File: src/rtl/trace_stream_receiver_pkg.sv
// Shared definitions for the trace stream receiver: WFI marker, FSM states
// and the {pc, instr} field layout of a stream beat.
package trace_stream_receiver_pkg;

    localparam logic [31:0] WFI_INSTR = 32'h0000_0001;

    localparam int unsigned INSTR_LSB   = 0;
    localparam int unsigned INSTR_WIDTH = 32;
    localparam int unsigned PC_LSB      = INSTR_LSB + INSTR_WIDTH;

    typedef enum logic [1:0] {
        RX_IDLE,
        RX_BODY,
        RX_DONE
    } rx_state_e;

endpackage

File: src/rtl/trace_rx_fifo.sv
// Synchronous FIFO buffering received beats; head entry is presented combinationally.
module trace_rx_fifo #(
    parameter int unsigned Width = 97,
    parameter int unsigned Depth = 8
) (
    input  logic                       clk,
    input  logic                       rst_n,
    input  logic                       push,
    input  logic [Width-1:0]           wdata,
    input  logic                       pop,
    output logic [Width-1:0]           rdata,
    output logic                       empty,
    output logic [$clog2(Depth):0]     count
);

    localparam int unsigned AddrW = $clog2(Depth);
    localparam logic [AddrW:0] FullCount = (AddrW + 1)'(Depth);

    logic [Width-1:0] mem_q [Depth];
    logic [AddrW-1:0] wr_ptr_q, rd_ptr_q;
    logic [AddrW:0]   count_q;
    logic             full, do_push, do_pop;

    assign full    = (count_q == FullCount);
    assign empty   = (count_q == '0);
    // A pop in the same cycle never frees room for a push while full.
    assign do_push = push & ~full;
    assign do_pop  = pop & ~empty;
    assign rdata   = mem_q[rd_ptr_q];
    assign count   = count_q;

    always_ff @(posedge clk or negedge rst_n) begin
        if (!rst_n) begin
            wr_ptr_q <= '0;
            rd_ptr_q <= '0;
            count_q  <= '0;
        end else begin
            if (do_push) wr_ptr_q <= wr_ptr_q + 1'b1;
            if (do_pop)  rd_ptr_q <= rd_ptr_q + 1'b1;
            if (do_push && !do_pop)      count_q <= count_q + 1'b1;
            else if (do_pop && !do_push) count_q <= count_q - 1'b1;
        end
    end

    always_ff @(posedge clk) begin
        if (do_push) mem_q[wr_ptr_q] <= wdata;
    end

endmodule

File: src/rtl/trace_stream_receiver.sv
// AXI-Stream trace receiver: buffers {pc, instr} beats, checks packet framing
// against tlast_interval and the WFI force-tlast rule, and counts beats/packets.
module trace_stream_receiver
    import trace_stream_receiver_pkg::*;
#(
    parameter int unsigned XLEN            = 64,
    parameter int unsigned AXI_DATA_WIDTH  = XLEN + 32,
    parameter int unsigned FIFO_DEPTH      = 8,
    parameter logic [31:0] WFI_INSTRUCTION = WFI_INSTR
) (
    input  logic                      clk,
    input  logic                      rst_n,
    input  logic                      S_AXIS_tvalid,
    output logic                      S_AXIS_tready,
    input  logic [AXI_DATA_WIDTH-1:0] S_AXIS_tdata,
    input  logic                      S_AXIS_tlast,
    input  logic [31:0]               tlast_interval,
    output logic                      out_valid,
    input  logic                      out_ready,
    output logic [XLEN-1:0]           out_pc,
    output logic [31:0]               out_instr,
    output logic                      out_last,
    input  logic                      ctrl_clear,
    output logic [31:0]               beat_count,
    output logic [31:0]               packet_count,
    output logic                      err_early_tlast,
    output logic                      err_missing_tlast,
    output logic                      err_after_wfi,
    output logic                      wfi_seen
);

    localparam int unsigned FifoWidth = AXI_DATA_WIDTH + 1;
    localparam int unsigned CntW      = $clog2(FIFO_DEPTH) + 1;
    localparam logic [CntW-1:0] FullCount = CntW'(FIFO_DEPTH);

    logic [FifoWidth-1:0] fifo_rdata;
    logic [CntW-1:0]      fifo_count;
    logic                 fifo_empty;
    logic                 ready_en_q;
    logic                 accept, pop;

    rx_state_e   state_q, state_d;
    logic [31:0] beat_count_q, beat_count_d;
    logic [31:0] packet_count_q, packet_count_d;
    logic [31:0] beat_in_pkt_q, beat_in_pkt_d;
    logic        err_early_q, err_early_d;
    logic        err_missing_q, err_missing_d;
    logic        err_after_q, err_after_d;
    logic        wfi_seen_q, wfi_seen_d;

    logic [31:0] beat_n;
    logic        at_interval, is_wfi;

    // Holds tready low until the first clock edge after reset release.
    always_ff @(posedge clk or negedge rst_n) begin
        if (!rst_n) ready_en_q <= 1'b0;
        else        ready_en_q <= 1'b1;
    end

    assign S_AXIS_tready = ready_en_q & (fifo_count != FullCount);
    assign accept        = S_AXIS_tvalid & S_AXIS_tready;
    assign out_valid     = ~fifo_empty;
    assign pop           = out_valid & out_ready;

    trace_rx_fifo #(
        .Width (FifoWidth),
        .Depth (FIFO_DEPTH)
    ) u_fifo (
        .clk   (clk),
        .rst_n (rst_n),
        .push  (accept),
        .wdata ({S_AXIS_tlast, S_AXIS_tdata}),
        .pop   (pop),
        .rdata (fifo_rdata),
        .empty (fifo_empty),
        .count (fifo_count)
    );

    assign out_last  = fifo_rdata[AXI_DATA_WIDTH];
    assign out_pc    = fifo_rdata[PC_LSB +: XLEN];
    assign out_instr = fifo_rdata[INSTR_LSB +: INSTR_WIDTH];

    assign beat_n      = beat_in_pkt_q + 32'd1;
    assign at_interval = (tlast_interval != 32'd0) && (beat_n == tlast_interval);
    assign is_wfi      = (S_AXIS_tdata[INSTR_LSB +: INSTR_WIDTH] == WFI_INSTRUCTION);

    always_comb begin
        state_d        = state_q;
        beat_count_d   = beat_count_q;
        packet_count_d = packet_count_q;
        beat_in_pkt_d  = beat_in_pkt_q;
        err_early_d    = err_early_q;
        err_missing_d  = err_missing_q;
        err_after_d    = err_after_q;
        wfi_seen_d     = wfi_seen_q;

        if (ctrl_clear) begin
            state_d        = RX_IDLE;
            beat_count_d   = '0;
            packet_count_d = '0;
            beat_in_pkt_d  = '0;
            err_early_d    = 1'b0;
            err_missing_d  = 1'b0;
            err_after_d    = 1'b0;
            wfi_seen_d     = 1'b0;
        end else if (accept) begin
            beat_count_d  = beat_count_q + 32'd1;
            if (S_AXIS_tlast) packet_count_d = packet_count_q + 32'd1;
            beat_in_pkt_d = (S_AXIS_tlast || at_interval) ? 32'd0 : beat_n;

            if (tlast_interval != 32'd0 && S_AXIS_tlast && !at_interval && !is_wfi)
                err_early_d = 1'b1;
            // WFI must always carry tlast, independent of the interval check.
            if ((!S_AXIS_tlast && at_interval) || (is_wfi && !S_AXIS_tlast))
                err_missing_d = 1'b1;

            unique case (state_q)
                RX_IDLE: if (!S_AXIS_tlast) state_d = RX_BODY;
                RX_BODY: if (S_AXIS_tlast)  state_d = RX_IDLE;
                RX_DONE: err_after_d = 1'b1;
                default: state_d = RX_IDLE;
            endcase

            if (is_wfi && S_AXIS_tlast && state_q != RX_DONE) begin
                wfi_seen_d = 1'b1;
                state_d    = RX_DONE;
            end
        end
    end

    always_ff @(posedge clk or negedge rst_n) begin
        if (!rst_n) begin
            state_q        <= RX_IDLE;
            beat_count_q   <= '0;
            packet_count_q <= '0;
            beat_in_pkt_q  <= '0;
            err_early_q    <= 1'b0;
            err_missing_q  <= 1'b0;
            err_after_q    <= 1'b0;
            wfi_seen_q     <= 1'b0;
        end else begin
            state_q        <= state_d;
            beat_count_q   <= beat_count_d;
            packet_count_q <= packet_count_d;
            beat_in_pkt_q  <= beat_in_pkt_d;
            err_early_q    <= err_early_d;
            err_missing_q  <= err_missing_d;
            err_after_q    <= err_after_d;
            wfi_seen_q     <= wfi_seen_d;
        end
    end

    assign beat_count        = beat_count_q;
    assign packet_count      = packet_count_q;
    assign err_early_tlast   = err_early_q;
    assign err_missing_tlast = err_missing_q;
    assign err_after_wfi     = err_after_q;
    assign wfi_seen          = wfi_seen_q;

endmodule

File: config.mk
export PLATFORM = sky130hd
export DESIGN_NAME = trace_stream_receiver
export DESIGN_NICKNAME = d
export VERILOG_FILES = /design/src/rtl/trace_stream_receiver_pkg.sv /design/src/rtl/trace_rx_fifo.sv /design/src/rtl/trace_stream_receiver.sv
export SDC_FILE = /design/constraint.sdc
export NUM_CORES = 1
export LEC_CHECK = 0
export CAP_MARGIN = 40
export CORE_MARGIN = 10
export CORE_UTILIZATION = 45
export DETAILED_ROUTE_END_ITERATION = 6
export MAX_ROUTING_LAYER = met4
export PLACE_DENSITY = 0.66
export SLEW_MARGIN = 20
export SYNTH_ARGS = -nofsm -noshare
export SYNTH_HDL_FRONTEND = slang
export SYNTH_SLANG_ARGS = --single-unit
File: constraint.sdc
create_clock -name clk -period 16.8 [get_ports clk]
set_input_delay 3.36 -clock clk [delete_from_list [all_inputs] [get_ports clk]]
set_output_delay 3.36 -clock clk [all_outputs]
set_load 0.005 [all_outputs]
==> impl_metrics.py <==
metrics = {
    "synth": {
        "synth_nets": 2073,
        "synth_top_area_cell": "edfxtp_1",
        "synth_top_area_share_pct": 64.41,
        "yosys-top-cells-count": "edfxtp_1 (776), mux4_2 (194), nor2_1 (115)",
        "ys_types": 71,
        "synth-edff-count": 776,
        "synthTopCellsByArea": "edfxtp_1 (64%), mux4_2 (12%), dfrtp_1 (7.8%)",
        "synth.most_common_cell": "edfxtp_1",
        "ys.flop_type": "edfxtp_1",
        "ys_seq_elements": 889,
        "syn_area_per_cell_um2": 18.74,
        "yosysSeqAreaShare_pct": 72.23,
        "async_flop_share_pct": 12.71,
        "netlist_instances": 1930,
        "yosys_warnings": 0,
        "synth_area_mm2": 0.03618,
    },
    "route": {
        "drt_first_iter_violations": 1261,
        "wl_met3_mm": 6.221,
        "vias_per_cell": 5.593,
        "dr.max_layer_used": "met4",
        "remaining_drc_errors": 0,
        "wl_met1_mm": 35.74,
        "routed_wl_mm": 84.98,
        "antenna_left": 0,
        "first_pass_iters": 7,
        "wl_met2_mm": 41.97,
        "vias": 19050,
        "avgRoutedWirePerCell_um": 24.95,
    },
    "layout": {
        "final_net_count": 2413,
        "multiInputGateArea_mm2": 0.009488,
        "finalInstanceArea_mm2": 0.04369,
        "n_fill_cell": 6122,
        "regArea_mm2": 0.02614,
        "synthToLayoutAreaGrowth_pct": 20.77,
        "drive_above_1_share_pct": 22.36,
    },
    "clocking": {
        "cts_root_buf": "clkbuf_16",
        "post-cts-setup-buffers": 0,
        "cts.htree.levels": 3,
        "cts-resized-gates": 0,
        "ctsHoldBuffers": 0,
        "cts_made_buffers": 93,
        "clock_sinks": 889,
        "cts_tree": "done",
        "clock_path_buffers": 3,
        "path_clk_slew_ns": 0.06,
        "clk-insertion-delay-late_ns": 0.64,
    },
    "power_and_ir_drop": {
        "powerDensity_mw_per_mm2": 148.9,
        "leakagePower_uw": 0.01442,
        "irDropWorstVdd_uv": 91.63,
    },
    "place": {
        "dpl.hpwl_mm": 52.31,
        "io_buffer_count": 300,
        "gp_congestion": 0.8561,
        "dp_slack_ns": 9.550,
        "placed_cell_area_mm2": 0.04058,
    },
    "sta": {
        "finalSetupViolCount": 0,
        "hold_viol": 0,
        "rsz0062_at_grt": "false",
        "fin_ws_ns": 9.391,
        "finClkSkew_ns": 0.02458,
        "slew_viol_final": 0,
        "timing.setup.tns_ns": 0,
        "max_freq_ghz": 0.1350,
        "worst_pin_slew_ns": 0.8377,
        "min_period_over_period_pct": 44.10,
        "hold_slack_ns": 0.5075,
        "slew_headroom_pct": 44.16,
        "period_needed_ns": 7.409,
    },
    "grt": {
        "grt_pass1_wl_mm": 129.5,
        "grt_pass1_vias": 20292,
        "antenna_found_initial": 7,
        "grt_max_degree": 76,
        "overflow": 0,
        "grt_usage_pct": 19.02,
    },
    "worst_setup_path": {
        "required_ns": 13.44,
        "slowest_delay_ns": 0.64,
        "path_cells": "buf_4 -> buf_4 -> buf_16 -> mux4_2 -> mux2_2 -> clkdlybuf4s50_1",
        "cp_slowest_cell": "buf_4",
        "cp-start-kind": "register",
        "path_max_fanout": 37,
        "crit_arrival_ns": 4.05,
        "cp-end-kind": "output port",
        "cp_common_cell": "buf_4",
        "path_class": "register to output port",
    },
    "hold_path": {
        "hold_class": "register to register",
    },
    "floorplanning": {
        "die_area_mm2": 0.09213,
        "start_util_pct": 45.57,
        "die_x_um": 303.5,
        "rows": 103,
        "die_y_um": 303.5,
        "core_mm2": 0.07939,
        "io_pins": 301,
    },
    "status": {
        "outcome": "finished, final reports clean",
    },
    "run": {
        "drv_cap": 0,
    },
}
-- cells in the final DEF, fill, tap and decap left out, types with 8 or more instances in the layout --
| cell type | netlist | routed |
|---|---|---|
| dfrtp_1 | 113 | 110 |
| a31o_2 | 8 | 8 |
| xnor2_1 | 57 | 57 |
| xor2_1 | 47 | 47 |
| ha_1 | 8 | 8 |
| inv_1 | 17 | 17 |
| buf_16 | 0 | 8 |
| clkinv_2 | 0 | 21 |
| nand3_1 | 57 | 57 |
| and3_1 | 12 | 12 |
| diode_2 | 0 | 8 |
| o21ai_0 | 11 | 11 |
| nor4_1 | 27 | 25 |
| nand2_1 | 66 | 66 |
| bufinv_16 | 0 | 9 |
| clkinv_1 | 0 | 20 |
| mux4_2 | 194 | 194 |
| buf_4 | 3 | 39 |
| clkbuf_16 | 0 | 95 |
| a221o_1 | 18 | 18 |
| a21oi_1 | 21 | 21 |
| mux2_2 | 100 | 100 |
| nor3_1 | 26 | 24 |
| and4_1 | 12 | 12 |
| or3_1 | 16 | 16 |
| edfxtp_1 | 776 | 776 |
| nor2_1 | 115 | 113 |
| clkbuf_1 | 60 | 15 |
| nand4_1 | 29 | 29 |
| clkdlybuf4s50_1 | 0 | 298 |
-- sequential cells by signal, indices dropped and copies added, names as in the netlist, 2 cells and up --
| name | count |
|---|---|
| u_fifo.mem_q | 776 |
| beat_count | 32 |
| beat_in_pkt_q | 32 |
| packet_count | 32 |
| u_fifo.count | 4 |
| u_fifo.rd_ptr_q | 3 |
| u_fifo.wr_ptr_q | 3 |
| state_q | 2 |
-- where the power goes --
part / total (µW) / switching (µW) / internal (µW)
logic: 1800 / 768 / 1030
clock network: 2040 / 841 / 1200
registers: 2670 / 101 / 2570
-- final cells by class --
type                    instances  area share (%)
multi-input cells             917           21.72
clock inverters                58           1.309
diodes                          8         0.04582
clock buffers                 115           5.728
flip-flops and latches        889           59.83
inverters                      17          0.1461
repair buffers                352           8.216
well taps                    1050           3.007
-- worst paths after layout --
check                                   startpoint                 end  slack, ns  depth (start not counted)
min in group asynchronous                    rst_n      beat_count[31]       2.72                          1
worst min register to register     u_fifo.count[3]     u_fifo.count[3]       0.51                          1
max in group asynchronous                    rst_n  u_fifo.rd_ptr_q[2]      13.01                          3
worst max register to register    beat_in_pkt_q[2]   beat_in_pkt_q[30]      12.65                          9
worst min-delay path               u_fifo.count[3]     u_fifo.count[3]       0.51                          1
worst max-delay path            u_fifo.rd_ptr_q[0]        out_instr[7]       9.39                          6
-- routing by layer --
metal  track usage (%)  vias up
met1             24.54    10000
met3             5.265       91
met2             30.31      493
met5                 -        -
li1                  -     8466
met4             3.444        0
-- kinds of logic (layout without fill, tap and decap cells) --
logic type / count (synthesis) / count (layout) / share of synthesized area (%)
AOI/OAI and AO/OA: 99 / 99 / 2.058
xor gates and xnor gates: 104 / 104 / 2.518
adders and majority gates: 9 / 9 / 0.3320
buffers and inverters: 124 / 542 / 1.698
DFF: 889 / 889 / 72.23
muxes: 296 / 296 / 15.25
other: 1 / 9 / 0.01037
and+or+nand+nor: 408 / 408 / 5.911
-- critical path: cells and delay by family (launching register included) --
kind                   cells  cell delay, ns
DFF                        1            0.56
buffers and inverters      4            1.89
muxes                      2            0.85
-- stage by stage --
step,power (µW),instances,util (%)
2_1_floorplan,3729,1930,-
3_3_place_gp,4497,3209,50.73
6_report,6504,3406,55.04
4_1_cts,6614,3397,54.99
5_1_grt,6803,3405,55.03
3_5_place_dp,4556,3224,51.11
Power figures use the tool's default switching activity.
